<file path="config.mk">
export PLATFORM = sky130hd
export DESIGN_NAME = dual_issue_ctrl
export DESIGN_NICKNAME = d
export VERILOG_FILES = /design/src/rtl/issue_pkg.sv /design/src/rtl/dual_issue_ctrl_fwd_sel.sv /design/src/rtl/dual_issue_ctrl.sv
export SDC_FILE = /design/constraint.sdc
export NUM_CORES = 1
export LEC_CHECK = 0
export CORE_ASPECT_RATIO = 0.5
export CORE_UTILIZATION = 40
export DETAILED_ROUTE_END_ITERATION = 8
export PLACE_DENSITY = 0.71
export SLEW_MARGIN = 10
export SYNTH_ARGS = -nofsm -noshare
export SYNTH_HDL_FRONTEND = slang
export SYNTH_SLANG_ARGS = --single-unit
</file>
<file path="constraint.sdc">
create_clock -name clk -period 5.99 [get_ports clk]
set_input_delay 1.797 -clock clk [delete_from_list [all_inputs] [get_ports clk]]
set_output_delay 1.797 -clock clk [all_outputs]
set_load 0.005 [all_outputs]
</file>
<file path="src/rtl/issue_pkg.sv">
// +--------------------------------------------------------------------+
// | issue_pkg: shared state type and forwarding-select codes for the  |
// |            dual-issue controller.                                  |
// | Revision: 1.0                                                      |
// +--------------------------------------------------------------------+
`default_nettype none

package issue_pkg;

    typedef enum logic [0:0] {
        PAIR  = 1'b0,
        HOLD2 = 1'b1
    } state_t;

    // Lane-1 operand mux codes
    localparam logic [2:0] FWD1_RF    = 3'd0;
    localparam logic [2:0] FWD1_RESW  = 3'd1;
    localparam logic [2:0] FWD1_ALUM  = 3'd2;
    localparam logic [2:0] FWD1_ALUM2 = 3'd3;
    localparam logic [2:0] FWD1_RESW2 = 3'd4;

    // Lane-2 operand mux codes
    localparam logic [2:0] FWD2_RF    = 3'd0;
    localparam logic [2:0] FWD2_RESW2 = 3'd1;
    localparam logic [2:0] FWD2_ALUM2 = 3'd2;
    localparam logic [2:0] FWD2_CHAIN = 3'd3;
    localparam logic [2:0] FWD2_ALUM  = 3'd4;
    localparam logic [2:0] FWD2_RESW  = 3'd5;

endpackage

`default_nettype wire

</file>
<file path="src/rtl/dual_issue_ctrl_fwd_sel.sv">
// +--------------------------------------------------------------------+
// | fwd_sel: combinational priority matcher for one ALU operand.      |
// | Revision: 1.0                                                      |
// +--------------------------------------------------------------------+
`default_nettype none

module fwd_sel
    import issue_pkg::*;
#(
    parameter int LANE  = 1,
    parameter int REG_W = 5,
    parameter int SEL_W = 3
) (
    input  logic [REG_W-1:0] src,
    input  logic [REG_W-1:0] d_wr1,
    input  logic             d_we1,
    input  logic [REG_W-1:0] e_wr1,
    input  logic             e_we1,
    input  logic [REG_W-1:0] e_wr2,
    input  logic             e_we2,
    input  logic [REG_W-1:0] m_wr1,
    input  logic             m_we1,
    input  logic [REG_W-1:0] m_wr2,
    input  logic             m_we2,
    output logic [SEL_W-1:0] sel
);

    logic nz;
    assign nz = (src != '0);

    generate
        if (LANE == 2) begin : g_lane2
            // The same-cycle lane-1 result is the youngest producer of all
            always_comb begin
                sel = SEL_W'(FWD2_RF);
                if      (nz && d_we1 && src == d_wr1) sel = SEL_W'(FWD2_CHAIN);
                else if (nz && e_we2 && src == e_wr2) sel = SEL_W'(FWD2_ALUM2);
                else if (nz && e_we1 && src == e_wr1) sel = SEL_W'(FWD2_ALUM);
                else if (nz && m_we2 && src == m_wr2) sel = SEL_W'(FWD2_RESW2);
                else if (nz && m_we1 && src == m_wr1) sel = SEL_W'(FWD2_RESW);
            end
        end else begin : g_lane1
            logic unused_d;
            assign unused_d = ^{d_wr1, d_we1};

            always_comb begin
                sel = SEL_W'(FWD1_RF);
                if      (nz && e_we2 && src == e_wr2) sel = SEL_W'(FWD1_ALUM2);
                else if (nz && e_we1 && src == e_wr1) sel = SEL_W'(FWD1_ALUM);
                else if (nz && m_we2 && src == m_wr2) sel = SEL_W'(FWD1_RESW2);
                else if (nz && m_we1 && src == m_wr1) sel = SEL_W'(FWD1_RESW);
            end
        end
    endgenerate

endmodule

`default_nettype wire

</file>
<file path="src/rtl/dual_issue_ctrl.sv">
// +--------------------------------------------------------------------+
// | dual_issue_ctrl: issue/hazard control and forwarding selects for  |
// | the dual-issue execute stage. Option macro: DUAL_ISSUE_CHAIN_EN.  |
// | Revision: 1.0                                                      |
// +--------------------------------------------------------------------+
`default_nettype none

module dual_issue_ctrl
    import issue_pkg::*;
#(
    parameter int REG_W = 5,
    parameter int SEL_W = 3
) (
    input  logic             clk,
    input  logic             rst,
    input  logic             d_valid,
    input  logic [REG_W-1:0] d_rs1,
    input  logic [REG_W-1:0] d_rt1,
    input  logic [REG_W-1:0] d_rs2,
    input  logic [REG_W-1:0] d_rt2,
    input  logic [REG_W-1:0] d_wr1,
    input  logic [REG_W-1:0] d_wr2,
    input  logic             d_we1,
    input  logic             d_we2,
    input  logic             d_ld1,
    input  logic             d_ld2,
    input  logic [REG_W-1:0] e_wr1,
    input  logic [REG_W-1:0] e_wr2,
    input  logic             e_we1,
    input  logic             e_we2,
    input  logic             e_ld1,
    input  logic             e_ld2,
    input  logic [REG_W-1:0] m_wr1,
    input  logic [REG_W-1:0] m_wr2,
    input  logic             m_we1,
    input  logic             m_we2,
    input  logic             flush,
    output logic             stall_d,
    output logic             iss_v1,
    output logic             iss_v2,
    output logic [SEL_W-1:0] fwd_a1,
    output logic [SEL_W-1:0] fwd_b1,
    output logic [SEL_W-1:0] fwd_a2,
    output logic [SEL_W-1:0] fwd_b2
);

    state_t           state, state_nx;
    logic [REG_W-1:0] hold_rs, hold_rt;
    logic [REG_W-1:0] src2_a, src2_b;
    logic             lu1, lu2, reads_wr1, split, chain_we;
    logic             nx_v1, nx_v2, capture;
    logic [SEL_W-1:0] sel_a1, sel_b1, sel_a2, sel_b2;

    // Lane-2 destination/load flags never affect issue decisions
    logic unused_lane2;
    assign unused_lane2 = ^{d_wr2, d_we2, d_ld2};

    function automatic logic ld_hit(input logic [REG_W-1:0] s,
                                    input logic [REG_W-1:0] wr1, input logic hit1,
                                    input logic [REG_W-1:0] wr2, input logic hit2);
        return (s != '0) && ((hit1 && s == wr1) || (hit2 && s == wr2));
    endfunction

    assign src2_a = (state == HOLD2) ? hold_rs : d_rs2;
    assign src2_b = (state == HOLD2) ? hold_rt : d_rt2;

    assign lu1 = ld_hit(d_rs1, e_wr1, e_we1 & e_ld1, e_wr2, e_we2 & e_ld2)
               | ld_hit(d_rt1, e_wr1, e_we1 & e_ld1, e_wr2, e_we2 & e_ld2);
    assign lu2 = ld_hit(src2_a, e_wr1, e_we1 & e_ld1, e_wr2, e_we2 & e_ld2)
               | ld_hit(src2_b, e_wr1, e_we1 & e_ld1, e_wr2, e_we2 & e_ld2);

    assign reads_wr1 = d_we1 && (d_wr1 != '0) && (d_rs2 == d_wr1 || d_rt2 == d_wr1);

`ifdef DUAL_ISSUE_CHAIN_EN
    assign split    = reads_wr1 && d_ld1;
    assign chain_we = d_we1 && (state == PAIR);
`else
    assign split    = reads_wr1;
    assign chain_we = 1'b0;
`endif

    fwd_sel #(.LANE(1), .REG_W(REG_W), .SEL_W(SEL_W)) u_sel_a1 (
        .src(d_rs1), .d_wr1(d_wr1), .d_we1(1'b0),
        .e_wr1(e_wr1), .e_we1(e_we1), .e_wr2(e_wr2), .e_we2(e_we2),
        .m_wr1(m_wr1), .m_we1(m_we1), .m_wr2(m_wr2), .m_we2(m_we2), .sel(sel_a1));
    fwd_sel #(.LANE(1), .REG_W(REG_W), .SEL_W(SEL_W)) u_sel_b1 (
        .src(d_rt1), .d_wr1(d_wr1), .d_we1(1'b0),
        .e_wr1(e_wr1), .e_we1(e_we1), .e_wr2(e_wr2), .e_we2(e_we2),
        .m_wr1(m_wr1), .m_we1(m_we1), .m_wr2(m_wr2), .m_we2(m_we2), .sel(sel_b1));
    fwd_sel #(.LANE(2), .REG_W(REG_W), .SEL_W(SEL_W)) u_sel_a2 (
        .src(src2_a), .d_wr1(d_wr1), .d_we1(chain_we),
        .e_wr1(e_wr1), .e_we1(e_we1), .e_wr2(e_wr2), .e_we2(e_we2),
        .m_wr1(m_wr1), .m_we1(m_we1), .m_wr2(m_wr2), .m_we2(m_we2), .sel(sel_a2));
    fwd_sel #(.LANE(2), .REG_W(REG_W), .SEL_W(SEL_W)) u_sel_b2 (
        .src(src2_b), .d_wr1(d_wr1), .d_we1(chain_we),
        .e_wr1(e_wr1), .e_we1(e_we1), .e_wr2(e_wr2), .e_we2(e_we2),
        .m_wr1(m_wr1), .m_we1(m_we1), .m_wr2(m_wr2), .m_we2(m_we2), .sel(sel_b2));

    always_comb begin
        state_nx = state;
        stall_d  = 1'b0;
        nx_v1    = 1'b0;
        nx_v2    = 1'b0;
        capture  = 1'b0;
        if (flush) begin
            state_nx = PAIR;
        end else begin
            case (state)
                PAIR: begin
                    if (d_valid) begin
                        if (lu1 || lu2) begin
                            stall_d = 1'b1;
                        end else if (split) begin
                            nx_v1    = 1'b1;
                            stall_d  = 1'b1;
                            capture  = 1'b1;
                            state_nx = HOLD2;
                        end else begin
                            nx_v1 = 1'b1;
                            nx_v2 = 1'b1;
                        end
                    end
                end
                HOLD2: begin
                    // D keeps the original pair until the held half issues
                    if (lu2) begin
                        stall_d = 1'b1;
                    end else begin
                        nx_v2    = 1'b1;
                        state_nx = PAIR;
                    end
                end
                default: state_nx = PAIR;
            endcase
        end
        if (rst) stall_d = 1'b0;
    end

    always_ff @(posedge clk) begin
        if (rst) begin
            state   <= PAIR;
            iss_v1  <= 1'b0;
            iss_v2  <= 1'b0;
            fwd_a1  <= '0;
            fwd_b1  <= '0;
            fwd_a2  <= '0;
            fwd_b2  <= '0;
            hold_rs <= '0;
            hold_rt <= '0;
        end else begin
            state  <= state_nx;
            iss_v1 <= nx_v1;
            iss_v2 <= nx_v2;
            fwd_a1 <= nx_v1 ? sel_a1 : '0;
            fwd_b1 <= nx_v1 ? sel_b1 : '0;
            fwd_a2 <= nx_v2 ? sel_a2 : '0;
            fwd_b2 <= nx_v2 ? sel_b2 : '0;
            if (flush) begin
                hold_rs <= '0;
                hold_rt <= '0;
            end else if (capture) begin
                hold_rs <= d_rs2;
                hold_rt <= d_rt2;
            end
        end
    end

endmodule

`default_nettype wire
</file>
==> results of run 1 <==
-- placed cells by master (no fill, tap or decap), types with 2 or more instances in the layout --
cell             netlist  final
nor4_1                12     11
xnor2_1               64     64
o31ai_1               10     10
mux2i_2                9      9
nand3_1               14     14
o21ai_0                3      3
nor3_1                 4      4
and4_4                 2      2
xor2_1                26     26
o21bai_2               0      2
a21boi_1               4      4
a21oi_1               12     12
and2_1                 2      2
dfxtp_1               25     25
nand4_1               18     18
and4_1                 3      3
nor3_2                 2      2
and3_1                 4      4
nand3_2                2      2
nor2_1                11      9
buf_4                  1     43
clkbuf_16              0      3
or4_1                  3      3
nand2_1               18     18
clkdlybuf4s50_1        0     69
-- area by class of cell --
class                      count  area share [%]
inverter                       1           0.107
tap                           73            2.60
clock buffer                   4            2.24
timing repair buffer         113            29.1
sequential                    25            14.2
multi-input combinational    239            51.8
-- worst reg2reg max path, stage by stage, from the launching register on --
cell and delay, ns:
dfxtp_1 0.97, mux2i_2 0.51, xnor2_1 0.19, nor3_1 0.09, and4_4 0.21, o21ba_4 0.28
nor4_4 0.48, and4_1 0.27
-- cells in the mapped netlist, types with 3 or more instances --
library cell	count
a21boi_1	4
a21oi_1	12
and3_1	4
and4_1	3
buf_2	4
clkbuf_1	16
dfxtp_1	25
mux2i_2	9
nand2_1	18
nand3_1	14
nand4_1	18
nor2_1	11
nor3_1	4
nor4_1	12
o21ai_0	3
o21bai_1	3
o31ai_1	10
or4_1	3
xnor2_1	64
xor2_1	26
-- kinds of logic (layout without fill, tap and decap cells) --
group,after synthesis,count (layout),synth area share (%)
XOR/XNOR,90,90,32.6
buffers and inverters,26,118,5.07
multiplexers,10,10,6.05
flip-flops,25,25,20.7
AO/OA/AOI/OAI,39,39,11.2
AND/OR/NAND/NOR,100,100,24.5
-- worst min path at each step --
stage / endpoint / slack, ns / cells past startpoint
global placement: hold_rt[2]$_SDFFE_PP0P_ / 0.46 / 2
global route: hold_rt[2]$_SDFFE_PP0P_ / 0.50 / 2
finish: hold_rt[2]$_SDFFE_PP0P_ / 0.48 / 2
CTS: hold_rt[2]$_SDFFE_PP0P_ / 0.48 / 2
floorplan: hold_rs[2]$_SDFFE_PP0P_ / 0.46 / 2
detailed placement: hold_rt[2]$_SDFFE_PP0P_ / 0.47 / 2
-- sequential cells by signal (all words and copies together) (netlist names) --
register	flops
hold_rs	5
hold_rt	5
fwd_a1	3
fwd_a2	3
fwd_b1	3
fwd_b2	3
iss_v1	1
iss_v2	1
state	1
-- metal layers --
layer	vias up	share of wire [%]	track usage, %	wire length (um)
met3	16	5.8	3.83	443
met1	1177	44	30.8	3360
met4	0	1.8	6.48	134
met5	-	0	0	0
met2	84	48	45.4	3670
li1	1206	-	-	-
-- report_power, final --
group          internal (mW)  switching [mW]  total (mW)
Clock                 0.0909          0.0575       0.148
Combinational         0.0981          0.0839       0.182
Sequential             0.168        0.000717       0.168
Total                  0.357           0.142       0.499
-- what timing repair did --
action	CTS	global route
buffers inserted	5	0
hold endpoints to repair	0	0
pin swaps	5	2
resized for setup	3	4
setup endpoints to repair	1	1
==> flow_metrics.py, run 1 <==
metrics = {
    "status": {
        "status": "complete, but fails checks",
        "violations": "DRC",
    },
    "clock_tree": {
        "clkTransAtPathRegs_ns": 0.06,
        "clkSinkCount": 25,
        "ctsHoldBuffers": 0,
        "clockRootBuffer": "clkbuf_16",
        "cts_tree": "yes",
        "cts_inserted_buffers": 3,
        "clkLatencyLatePin_ns": 0.26,
        "htreeDepth": 1,
        "clock_path_buffers": 2,
    },
    "floorplanning": {
        "die_w_um": 112,
        "core-area_mm2": 0.00566,
        "dieArea_mm2": 0.00638,
        "initial_core_util_pct": 42.8,
        "io_pins": 79,
        "rows": 19,
        "fp.dieH_um": 57,
    },
    "cells_and_area": {
        "utilization_pct": 62.2,
        "multi_input_area_mm2": 0.00182,
        "final_nets": 447,
        "fill_cells": 515,
        "antenna_cells": 0,
        "regArea_um2": 500,
        "final_area_mm2": 0.00352,
        "syn_to_final_growth_pct": 45.3,
        "drive_gt1_share_pct": 19.4,
        "fin_cells": 455,
    },
    "setup_path": {
        "worstPathRequired_ns": 4.19,
        "crit_path_start_kind": "input port",
        "cp_slowest_cell": "or4_1",
        "cp-end-kind": "output pin",
        "endpoint": "stall_d",
        "slowest_delay_ns": 0.55,
        "path_cells": "clkdlybuf4s50_1 -> or4_1 -> nor2_2 -> nor4_1 -> o21bai_2 -> nand2_1 -> o21ba_2 -> o221a_2 -> dlygate4sd2_1",
        "regToRegStartpoint": "state$_SDFF_PP0_",
        "cp.depth": 9,
        "worst-path-buf-inv": 2,
        "reg2reg_depth": 7,
        "cp_data_arrival_time_ns": 4.07,
        "rrSetupSlack_ns": 2.94,
        "critPathKind": "in -> out",
        "path_delay_family": "simple AND/OR/NAND/NOR gates",
        "crit_path_max_fanout": 3,
        "r2r-end": "fwd_b1[2]$_SDFF_PP0_",
        "critPathLaunch": "d_rt1[0]",
    },
    "sta": {
        "slew_headroom_pct": 34.0,
        "rsz0062_at_grt": "false",
        "tightest_slew_ns": 0.988,
        "max_freq_ghz": 0.170,
        "hold_viol_final": 0,
        "setup_viol": 0,
        "drv_slew": 0,
        "period_needed_ns": 5.87,
        "skew_ns": 0.00311,
        "hold_ws_ns": 0.483,
        "fin_setup_tns_ns": 0,
        "fin_crit_sh_pct": 98.0,
        "worst_slack_ns": 0.120,
    },
    "grt": {
        "grt_pass1_wl_um": 12300,
        "grt_max_degree": 16,
        "grt.overflow.total": 0,
        "track_usage_pct": 24.7,
        "grt_pass1_vias": 2513,
        "antenna_found_initial": 0,
    },
    "min_path": {
        "hold_class": "reg -> reg",
        "hp-start": "hold_rt[2]$_SDFFE_PP0P_",
    },
    "placement": {
        "dp_hpwl_um": 6130,
        "placed_area_mm2": 0.00338,
        "numPortBuffers": 70,
        "dpl.cell_count": 446,
        "place_ws_ns": -0.154,
        "place_congestion": 0.900,
    },
    "yosys": {
        "yosysSeqAreaShare_pct": 20.7,
        "synth_area_leader_cell": "xnor2_1",
        "synth_top_area_share_pct": 23.2,
        "synth_area_leaders": "xnor2_1 (23%), dfxtp_1 (21%), xor2_1 (9.4%)",
        "ys_async_sr_fraction_pct": 0,
        "synthesis.area_mm2": 0.00242,
        "yosysUniqueCellTypes": 42,
        "dominantRegCellSynth": "dfxtp_1",
        "synth_edf_count": 0,
        "synth_area_per_cell_um2": 8.34,
        "netlist_instances": 290,
        "synth_nets": 354,
        "ys_ff_latch": 25,
        "ys_warn_count": 0,
    },
    "routing": {
        "drt_iter0_markers": 117,
        "vias": 2483,
        "drc": 3,
        "vias_per_cell": 5.46,
        "ant_nets": 0,
        "routedWlPerCell_um": 16.7,
        "routed_wl_um": 7610,
        "dr.pass1.iters": 6,
    },
    "power": {
        "p_total_mw": 0.499,
        "power_density_mw_per_mm2": 142,
        "power.leakage_nw": 1.22,
        "max-vdd-ir-drop_v": 0.000111,
    },
    "flow_run": {
        "cap_viol_max_count": 0,
    },
}
No activity file was read; power rests on OpenSTA's default activity.
==> run 2, diff against run 1 <==
PLACE_DENSITY = not set   (was 0.71)
PLACE_DENSITY_LB_ADDON = 0.2   (was not set)
==> flow_metrics.py, run 2 (same netlist as run 1, synthesis figures left out) <==
metrics = {
    "sta": {
        "period_needed_ns": 5.92,
        "setup_viol": 0,
        "hold_viol_final": 0,
        "fin_crit_sh_pct": 98.8,
        "rsz0062_at_grt": "false",
        "slew_headroom_pct": 35.2,
        "max_freq_ghz": 0.169,
        "worst_slack_ns": 0.0700,
        "drv_slew": 0,
        "hold_ws_ns": 0.488,
        "tightest_slew_ns": 0.971,
        "fin_setup_tns_ns": 0,
        "skew_ns": 0.00672,
    },
    "clock_tree": {
        "clockRootBuffer": "clkbuf_16",
        "clkLatencyLatePin_ns": 0.26,
        "cts_tree": "yes",
        "clkSinkCount": 25,
        "clock_path_buffers": 2,
        "clkTransAtPathRegs_ns": 0.07,
        "cts_inserted_buffers": 3,
        "ctsHoldBuffers": 0,
        "htreeDepth": 1,
    },
    "power": {
        "power.leakage_nw": 1.22,
        "power_density_mw_per_mm2": 144,
        "max-vdd-ir-drop_v": 0.000113,
    },
    "cells_and_area": {
        "antenna_cells": 0,
        "regArea_um2": 500,
        "layout_commonest_cell": "clkdlybuf4s50_1",
        "drive_gt1_share_pct": 19.0,
        "fin_cells": 452,
        "multi_input_area_mm2": 0.00183,
        "top_regs": "hold_rs x5, hold_rt x5",
        "mostFrequentLayoutCells": "clkdlybuf4s50_1 (69), xnor2_1 (64), buf_4 (40)",
        "final_nets": 444,
        "syn_to_final_growth_pct": 44.7,
        "fill_cells": 535,
    },
    "min_path": {
        "hold_class": "reg -> reg",
    },
    "placement": {
        "numPortBuffers": 70,
        "dp_hpwl_um": 6200,
        "place_ws_ns": -0.157,
        "place_congestion": 0.846,
        "dpl.cell_count": 445,
    },
    "setup_path": {
        "crit_path_max_fanout": 3,
        "rrSetupSlack_ns": 2.93,
        "critPathKind": "in -> out",
        "cp-end-kind": "output pin",
        "crit_path_start_kind": "input port",
        "worstPathRequired_ns": 4.19,
        "cp_data_arrival_time_ns": 4.12,
    },
    "floorplanning": {
        "io_pins": 79,
        "die_w_um": 112,
        "initial_core_util_pct": 42.8,
        "core-area_mm2": 0.00566,
        "dieArea_mm2": 0.00638,
        "fp.dieH_um": 57,
        "rows": 19,
    },
    "grt": {
        "grt_pass1_vias": 2470,
        "antenna_found_initial": 0,
        "track_usage_pct": 24.8,
        "grt_max_degree": 16,
        "grt.overflow.total": 0,
        "grt_pass1_wl_um": 12300,
    },
    "routing": {
        "drt_iter0_markers": 146,
        "routedWlPerCell_um": 17.0,
        "dr.pass1.iters": 9,
        "vias": 2445,
        "vias_per_cell": 5.41,
        "routed_wl_um": 7660,
        "drc": 3,
        "ant_nets": 0,
    },
    "status": {
        "status": "complete, but fails checks",
        "violations": "DRC",
    },
    "flow_run": {
        "cap_viol_max_count": 0,
    },
}
-- run 2: cell types whose count changed in the layout (fill, tap and decap cells not counted) --
cell,delta
o21bai_1,+1
o21bai_2,-1
nor4_2,+1
buf_4,-3
or4_4,+1
or4_1,-1
nor4_1,-1
-- run 2: what timing repair did --
item,CTS,global route
endpoints found under the setup margin,1,0
resized for setup,8,0
buffers inserted,3,0
-- run 2: path summary, 6_finish.rpt --
kind	startpoint	end	depth (start not counted)
hold / removal	hold_rt[1]$_SDFFE_PP0P_	hold_rt[1]$_SDFFE_PP0P_	2
setup / recovery	d_rs1[0]	stall_d	9
hold reg to reg	hold_rt[1]$_SDFFE_PP0P_	hold_rt[1]$_SDFFE_PP0P_	2
setup reg to reg	state$_SDFF_PP0_	fwd_b1[2]$_SDFF_PP0_	7
-- run 2: power by group --
group	switching, mW	total (mW)	leakage, nW	internal, mW
logic	0.0832	0.181	0.979	0.0974
clock network	0.0626	0.154	0.0382	0.0912
registers	0.000733	0.168	0.202	0.167
total	0.147	0.503	1.22	0.356
-- run 2: per-stage QoR --
step / power [mW] / util, % / area, um^2
6_report: 0.503 / 61.9 / 3500
3_5_place_dp: 0.348 / 59.6 / 3370
5_1_grt: 0.525 / 61.9 / 3500
2_1_floorplan: 0.265 / - / 2420
3_3_place_gp: 0.345 / 59.6 / 3370
4_1_cts: 0.501 / 61.9 / 3500
-- run 2: area by class of cell --
cell class	count	share of cell area, %
inverters	1	0.107
multi-input cells	239	52.2
flip-flops and latches	25	14.3
well taps	73	2.61
clock buffers	4	2.25
repair buffers	110	28.6
-- run 2: metal layers --
metal	wire, um	vias to the layer above	track usage [%]	part of all wire, %
met2	3580	70	45.0	47
li1	-	1200	-	-
met1	3610	1169	33.2	47
met4	58	0	2.67	0.76
met3	419	6	2.98	5.5
met5	0	-	0	0
-- run 2: worst max-delay path, stage by stage --
cell,delay [ns]
clkdlybuf4s50_1,0.44
or4_1,0.55
nor2_2,0.16
nor4_1,0.09
o21bai_1,0.30
nand2_1,0.10
o21ba_2,0.21
o221a_2,0.22
dlygate4sd2_1,0.26
==> run 3, diff against run 2 <==
MAX_ROUTING_LAYER = met4   (was not set)
==> flow_metrics.py, run 3 (same netlist as run 1, synthesis figures left out) <==
metrics = {
    "status": {
        "status": "complete, but fails checks",
        "violations": "DRC",
    },
    "sta": {
        "fin_crit_sh_pct": 98.6,
        "hold_ws_ns": 0.487,
        "hold_viol_final": 0,
        "tightest_slew_ns": 0.967,
        "max_freq_ghz": 0.169,
        "drv_slew": 0,
        "period_needed_ns": 5.90,
        "slew_headroom_pct": 35.4,
        "rsz0062_at_grt": "false",
        "skew_ns": 0.00509,
        "fin_setup_tns_ns": 0,
        "worst_slack_ns": 0.0864,
        "setup_viol": 0,
    },
    "grt": {
        "antenna_found_initial": 0,
        "grt_max_degree": 16,
        "grt_pass1_vias": 2431,
        "track_usage_pct": 25.2,
        "grt.overflow.total": 0,
        "grt_pass1_wl_um": 12100,
    },
    "setup_path": {
        "slowest_delay_ns": 0.56,
        "crit_path_start_kind": "input port",
        "crit_path_max_fanout": 3,
        "path_cells": "clkdlybuf4s50_1 -> or4_4 -> nor2_4 -> nor4_2 -> o21bai_1 -> nand2_1 -> o21ba_2 -> o221a_2 -> dlygate4sd2_1",
        "worstPathRequired_ns": 4.19,
        "cp_data_arrival_time_ns": 4.11,
        "cp-end-kind": "output pin",
        "critPathKind": "in -> out",
        "worst-path-buf-inv": 2,
        "path_delay_family": "simple AND/OR/NAND/NOR gates",
        "cp_slowest_cell": "or4_4",
    },
    "cells_and_area": {
        "fill_cells": 513,
        "layout_commonest_cell": "clkdlybuf4s50_1",
        "syn_to_final_growth_pct": 44.7,
        "antenna_cells": 0,
        "mostFrequentLayoutCells": "clkdlybuf4s50_1 (69), xnor2_1 (64), buf_4 (40)",
        "drive_gt1_share_pct": 19.0,
        "final_nets": 444,
        "top_regs": "hold_rs x5, hold_rt x5",
    },
    "clock_tree": {
        "clkTransAtPathRegs_ns": 0.07,
        "cts_inserted_buffers": 3,
        "clock_path_buffers": 2,
        "clockRootBuffer": "clkbuf_16",
        "clkSinkCount": 25,
        "clkLatencyLatePin_ns": 0.26,
        "cts_tree": "yes",
        "htreeDepth": 1,
        "ctsHoldBuffers": 0,
    },
    "floorplanning": {
        "rows": 19,
        "dieArea_mm2": 0.00638,
        "die_w_um": 112,
        "io_pins": 79,
        "initial_core_util_pct": 42.8,
        "fp.dieH_um": 57,
        "core-area_mm2": 0.00566,
    },
    "placement": {
        "place_ws_ns": -0.146,
        "dp_hpwl_um": 6250,
        "numPortBuffers": 70,
        "place_congestion": 0.876,
    },
    "power": {
        "power.leakage_nw": 1.22,
        "max-vdd-ir-drop_v": 0.000106,
        "power_density_mw_per_mm2": 143,
    },
    "routing": {
        "routedWlPerCell_um": 17.3,
        "routed_wl_um": 7800,
        "vias_per_cell": 5.54,
        "dr.pass1.iters": 7,
        "ant_nets": 0,
        "drc": 4,
        "drt_iter0_markers": 205,
        "vias": 2504,
    },
    "min_path": {
        "hold_class": "reg -> reg",
    },
    "flow_run": {
        "cap_viol_max_count": 0,
    },
}
[run 3: cell counts in the layout (fill, tap and decap cells not counted)]
No cell type changed its count.
[run 3: area by class of cell]
type                            count  area, um^2  area share [%]
Tap cell                           73        91.3            2.61
Inverter                            1        3.75           0.107
Timing Repair Buffer              110        1000            28.6
Multi-Input combinational cell    239        1830            52.2
Clock buffer                        4        78.8            2.25
Sequential cell                    25         500            14.3
[run 3: worst min-delay path: cells and delay by family (launching register included)]
kind / cells / cell delay, ns
flip-flops: 1 / 0.32
AO/OA/AOI/OAI: 2 / 0.12
[run 3: power by group]
part,internal [mW],switching [mW],total (mW)
Sequential,0.167,0.000772,0.168
Clock,0.0911,0.0606,0.152
Combinational,0.0978,0.0843,0.182
Total,0.356,0.146,0.502
[run 3: metrics by stage]
stage	power [mW]	area (um^2)	utilization [%]	instances
floorplan	0.265	2420	-	290
global placement	0.346	3370	59.6	445
detailed placement	0.349	3370	59.6	445
CTS	0.504	3500	61.9	452
global route	0.524	3500	61.9	452
finish	0.502	3500	61.9	452
[run 3: path summary, 6_finish.rpt]
kind	start	to	slack (ns)	cells after the start
setup / recovery	d_rt1[0]	stall_d	0.09	9
hold / removal	hold_rt[2]$_SDFFE_PP0P_	hold_rt[2]$_SDFFE_PP0P_	0.49	2
setup reg to reg	state$_SDFF_PP0_	fwd_a1[0]$_SDFF_PP0_	2.88	7
hold reg to reg	hold_rt[2]$_SDFFE_PP0P_	hold_rt[2]$_SDFFE_PP0P_	0.49	2
[run 3: routing by layer]
layer,share of wire (%),track usage (%),routed length (um)
met1,46,32.8,3580
met2,46,43.4,3600
met3,6.4,2.98,502
met4,1.4,3.81,112
met5,0,-,0
[run 3: timing repair]
item / in CTS / in global routing
setup buffers: 3 / 0
resized for setup: 8 / 0
endpoints found under the setup margin: 1 / 0
